[src/rtl/alu_accumulator_sequencer.sv]
// Accumulator-side sequencer for the TMP8 datapath: accepts one ALU command per
// valid/ready handshake, drives the external combinational adder and writes back acc/flags.
module alu_accumulator_sequencer #(
    parameter int WIDTH = 8
) (
    input  logic             clk,
    input  logic             rst_n,
    input  logic             cmd_valid,
    output logic             cmd_ready,
    input  logic [2:0]       cmd_op,
    input  logic [WIDTH-1:0] cmd_operand,
    output logic [WIDTH-1:0] add_a,
    output logic [WIDTH-1:0] add_b,
    output logic [1:0]       add_mode,
    input  logic [WIDTH-1:0] add_result,
    input  logic             add_carry,
    output logic [WIDTH-1:0] acc,
    output logic             flag_c,
    output logic             flag_z,
    output logic             flag_n,
    output logic             done
);

    typedef enum logic [1:0] {
        S_IDLE = 2'b00,
        S_EXEC = 2'b01,
        S_DONE = 2'b10
    } state_e;

    typedef enum logic [2:0] {
        OP_NOP = 3'b000,
        OP_LDA = 3'b001,
        OP_ADD = 3'b010,
        OP_SUB = 3'b011,
        OP_INC = 3'b100,
        OP_DEC = 3'b101,
        OP_CMP = 3'b110,
        OP_CLR = 3'b111
    } op_e;

    localparam logic [1:0] MODE_NONE = 2'b00;
    localparam logic [1:0] MODE_ADD  = 2'b01;
    localparam logic [1:0] MODE_SUB  = 2'b10;

    localparam logic [WIDTH-1:0] ONE = {{(WIDTH-1){1'b0}}, 1'b1};

    state_e           state_q, state_d;
    op_e              op_q, op_d;
    logic [WIDTH-1:0] opnd_q, opnd_d;
    logic [WIDTH-1:0] acc_q, acc_d;
    logic             flag_c_q, flag_c_d;
    logic             flag_z_q, flag_z_d;
    logic             flag_n_q, flag_n_d;

    // NOTE: sequential state uses non-blocking assignments only, so every register
    // samples the values from before the edge regardless of statement order.
    always_ff @(posedge clk or negedge rst_n) begin
        if (!rst_n) begin
            state_q  <= S_IDLE;
            op_q     <= OP_NOP;
            opnd_q   <= '0;
            acc_q    <= '0;
            flag_c_q <= 1'b0;
            flag_z_q <= 1'b0;
            flag_n_q <= 1'b0;
        end else begin
            state_q  <= state_d;
            op_q     <= op_d;
            opnd_q   <= opnd_d;
            acc_q    <= acc_d;
            flag_c_q <= flag_c_d;
            flag_z_q <= flag_z_d;
            flag_n_q <= flag_n_d;
        end
    end

    // NOTE: every signal written here gets a default first, so no path can infer a latch.
    always_comb begin
        state_d = state_q;
        op_d    = op_q;
        opnd_d  = opnd_q;
        unique case (state_q)
            S_IDLE: begin
                if (cmd_valid) begin
                    op_d    = op_e'(cmd_op);
                    opnd_d  = cmd_operand;
                    state_d = S_EXEC;
                end
            end
            S_EXEC:  state_d = S_DONE;
            S_DONE:  state_d = S_IDLE;
            default: state_d = S_IDLE;
        endcase
    end

    // B operand follows the latched op at all times; it reads zero after reset.
    always_comb begin
        add_b = '0;
        unique case (op_q)
            OP_ADD, OP_SUB, OP_CMP: add_b = opnd_q;
            OP_INC, OP_DEC:         add_b = ONE;
            default:                add_b = '0;
        endcase
    end

    always_comb begin
        add_mode = MODE_NONE;
        if (state_q == S_EXEC) begin
            unique case (op_q)
                OP_ADD, OP_INC:         add_mode = MODE_ADD;
                OP_SUB, OP_DEC, OP_CMP: add_mode = MODE_SUB;
                default:                add_mode = MODE_NONE;
            endcase
        end
    end

    // Write-back happens only on the EXEC edge; CMP keeps acc but takes SUB flags.
    always_comb begin
        acc_d    = acc_q;
        flag_c_d = flag_c_q;
        flag_z_d = flag_z_q;
        flag_n_d = flag_n_q;
        if (state_q == S_EXEC) begin
            unique case (op_q)
                OP_ADD, OP_SUB, OP_INC, OP_DEC: begin
                    acc_d    = add_result;
                    flag_c_d = add_carry;
                    flag_z_d = (add_result == '0);
                    flag_n_d = add_result[WIDTH-1];
                end
                OP_CMP: begin
                    flag_c_d = add_carry;
                    flag_z_d = (add_result == '0);
                    flag_n_d = add_result[WIDTH-1];
                end
                OP_LDA: begin
                    acc_d    = opnd_q;
                    flag_z_d = (opnd_q == '0);
                    flag_n_d = opnd_q[WIDTH-1];
                end
                OP_CLR: begin
                    acc_d    = '0;
                    flag_c_d = 1'b0;
                    flag_z_d = 1'b1;
                    flag_n_d = 1'b0;
                end
                default: ;
            endcase
        end
    end

    assign cmd_ready = (state_q == S_IDLE);
    assign done      = (state_q == S_DONE);
    assign add_a     = acc_q;
    assign acc       = acc_q;
    assign flag_c    = flag_c_q;
    assign flag_z    = flag_z_q;
    assign flag_n    = flag_n_q;

endmodule
[config.mk]
export PLATFORM = sky130hd
export DESIGN_NAME = alu_accumulator_sequencer
export DESIGN_NICKNAME = d
export VERILOG_FILES = /design/src/rtl/alu_accumulator_sequencer.sv
export SDC_FILE = /design/constraint.sdc
export NUM_CORES = 1
export LEC_CHECK = 0
export ABC_AREA = 1
export CORE_UTILIZATION = 30
export DETAILED_ROUTE_END_ITERATION = 8
export GPL_ROUTABILITY_DRIVEN = 0
export PLACE_DENSITY = 0.65
export SLEW_MARGIN = 20
export SYNTH_ARGS = -nofsm -noshare
export SYNTH_HDL_FRONTEND = slang
export SYNTH_SLANG_ARGS = --single-unit
[constraint.sdc]
create_clock -name clk -period 1.4 [get_ports clk]
set_input_delay 0.14 -clock clk [delete_from_list [all_inputs] [get_ports clk]]
set_output_delay 0.14 -clock clk [all_outputs]
set_load 0.05 [all_outputs]
==> impl_metrics.py <==
metrics = {
    "yosys": {
        "seq_area_frac_synth_pct": 47.11,
        "yosysWarningCount": 0,
        "synth.avg_cell_area_sq_um": 7.635,
        "synth-seq-cells": 24,
        "syn_inst": 167,
        "synth_top_area_share_pct": 47.11,
        "syn_area_sq_mm": 0.001275,
        "synth_cell_type_count": 22,
        "synthTopCellsByArea": "dfrtp_1, nand2_1, nor2_1",
        "synth_top_area_cell": "dfrtp_1",
        "syn_nets": 190,
    },
    "route": {
        "drt-total-wl_um": 3359,
        "vias": 1278,
        "drt_iter0_drc": 36,
        "drc": 0,
        "antenna_left": 0,
        "drtPass1Iterations": 4,
        "viasPerCell": 4.564,
        "wire_per_inst_um": 12.00,
    },
    "pwr": {
        "leakage_nw": 1.117,
        "power.total_w": 0.005241,
        "ir_worst_vdd_v": 0.0008337,
        "pwr_density_cell_mw_per_mm2": 2192,
    },
    "setup_path": {
        "timing.rr.end": "acc[0]$_DFFE_PN0P_",
        "r2r_cells": 9,
        "arrival_ns": 1.39,
        "cp.buffers_inverters": 2,
        "crit_path_top_delay_cell": "dfrtp_2",
        "max_stage_delay_ns": 0.47,
        "crit_family": "flip-flops",
        "end_kind": "primary output",
        "startpoint_type": "flip-flop",
        "worstSetupPathType": "reg -> out",
        "critPathMaxFanout": 4,
        "crit_chain": "nand3_2, inv_2, nor4_4, buf_12",
        "r2r_slack_ns": -0.05,
        "r2r_start": "op_q[0]$_DFFE_PN0P_",
        "critical_path_required_ns": 1.26,
    },
    "clock_tree": {
        "cts.clk_slew.worst_paths_ns": 0.08,
        "ctsLongestPathBuffers": 2,
        "cts-htree-levels": 1,
        "cts_sinks": 24,
        "root_buffer": "clkbuf_8",
        "cts_made_buffers": 3,
        "clk_latency_ns": 0.26,
        "cts_tree": "yes",
    },
    "placed_design": {
        "dp_slack_ns": 0.08962,
        "io_buffers": 53,
        "dpl.hpwl_um": 2238,
    },
    "finish": {
        "drive_above_1_share_pct": 36.96,
        "area.growth.synth_to_final_pct": 87.54,
        "nets": 255,
        "seq_area_sq_um": 604.3,
        "nFillCells": 336,
        "num_antenna_cells": 0,
        "multiInputGateArea_sq_um": 640.6,
    },
    "global_routing": {
        "antenna_found_initial": 0,
        "grt_use_met2_pct": 26.50,
        "grt_pass1_wl_um": 5423,
        "grt_pass1_vias": 1174,
        "grt_max_degree": 25,
        "groute.usage.overall_pct": 16.19,
        "overflow": 0,
        "grtUsageMet3_pct": 2.872,
        "met1_usage_pct": 21.72,
        "busiest_layer": "met2",
    },
    "hold_path": {
        "hp-class": "in -> async",
    },
    "timing": {
        "rsz0062_at_grt": "yes",
        "hold_viol": 0,
        "min_period_over_period_pct": 109.6,
        "relSlewSlack_pct": 80.06,
        "max_freq_mhz": 651.8,
        "period_needed_ns": 1.534,
        "fin_skew_ns": 0.0005394,
        "worst_slack_ns": -0.1341,
        "max_slew.worst_pin.slew_ns": 0.2992,
        "setup_viol": 19,
        "slew_viol_final": 0,
    },
    "outcome": {
        "status": "finished with violations",
        "violations": "negative setup slack",
    },
    "floorplan": {
        "core_sq_mm": 0.004029,
        "fp.dieW_um": 67.19,
        "start_util_pct": 31.65,
        "dieArea_sq_mm": 0.004515,
        "rows": 23,
        "io_pins": 54,
        "die_y_um": 67.19,
    },
    "run": {
        "drv_cap": 0,
    },
}
==> metrics by stage <==
step                util (%)  hold slack [ns]  instance area [sq um]  instances  setup TNS, ns
floorplan                  -          -0.1556                   1316        167        -0.2914
global route           59.35           0.2604                   2391        280         -2.277
CTS                    57.08           0.2377                   2300        277        -0.7596
detailed placement     51.74           0.5268                   2085        264              0
global placement       51.74           0.5235                   2085        264              0
finish                 59.35           0.2249                   2391        280         -1.137
==> area by class of cell <==
class                           instances  share of cell area, %
Timing Repair Buffer                   72                  40.35
Sequential cell                        24                  25.27
Inverter                               18                  3.244
Tap cell                               50                  2.616
Multi-Input combinational cell        113                  26.79
Clock buffer                            3                  1.727
==> synth_stat cells <==
library cell,number
nand2_1,50
dfrtp_1,24
nor2_1,21
inv_1,15
o21ai_0,12
nand3_1,11
buf_4,8
o21ai_1,7
buf_2,2
buf_6,2
inv_2,2
nand2_2,2
nand2_4,2
a21oi_1,1
and2_1,1
inv_4,1
nand3_2,1
nor2_4,1
nor4_1,1
o21ai_2,1
o22ai_1,1
or2_0,1
==> report_power, final <==
part / internal [W] / switching [W] / total (W)
clock network: 0.000192 / 0.000210 / 0.000402
logic: 0.00164 / 0.00192 / 0.00356
registers: 0.000934 / 0.000344 / 0.00128
==> worst max-delay path by stage <==
| stage | startpoint | to | slack, ns | cells after the start |
|---|---|---|---|---|
| after floorplan | op_q[1]$_DFFE_PN0P_ | add_mode[1] | -0.1 | 4 |
| after global placement | op_q[1]$_DFFE_PN0P_ | acc[7]$_DFFE_PN0P_ | 0.11 | 8 |
| after detailed placement | op_q[1]$_DFFE_PN0P_ | acc[0]$_DFFE_PN0P_ | 0.09 | 8 |
| after CTS | op_q[2]$_DFFE_PN0P_ | add_mode[1] | -0.12 | 5 |
| after global routing | op_q[2]$_DFFE_PN0P_ | add_mode[1] | -0.19 | 4 |
| final | op_q[0]$_DFFE_PN0P_ | add_mode[1] | -0.13 | 4 |
==> registers in the layout, indices dropped and copies added, names as in the netlist <==
signal,count
acc,8
opnd_q,8
op_q,3
state_q,2
flag_c,1
flag_n,1
flag_z,1
==> cells by family (layout without fill, tap and decap cells) <==
logic type             Yosys count  after routing  share of synthesized area (%)
AND/OR/NAND/NOR                 91             91                          31.11
AO/OA/AOI/OAI                   22             22                          9.028
flip-flops                      24             24                          47.11
buffers and inverters           30             93                          12.76
==> layout by cell type, fill, tap and decap left out, drive strengths merged <==
cell type and count:
nand2 54, inv 18, or2 1, and2 1, buf 50, nor4 1
clkdlybuf4s50 22, clkbuf 3, dfrtp 24, o21ai 20, a21oi 1, nand3 12
nor2 22, o22ai 1
==> repair_timing <==
| item | 4_1_cts | 5_1_grt |
|---|---|---|
| cloned | 0 | 0 |
| setup buffers | 10 | 3 |
| hold buffers | 0 | 0 |
| resized for setup | 30 | 14 |
| endpoints found under the setup margin | 10 | 20 |
| pin swaps | 5 | 9 |
==> routing by layer <==
metal | share of wire (%) | vias up
met5 | 0 | -
met4 | 0.92 | 0
met3 | 6.4 | 4
met2 | 49 | 42
met1 | 44 | 592
li1 | - | 640
Note: power is estimated with default switching activity, not from simulation.
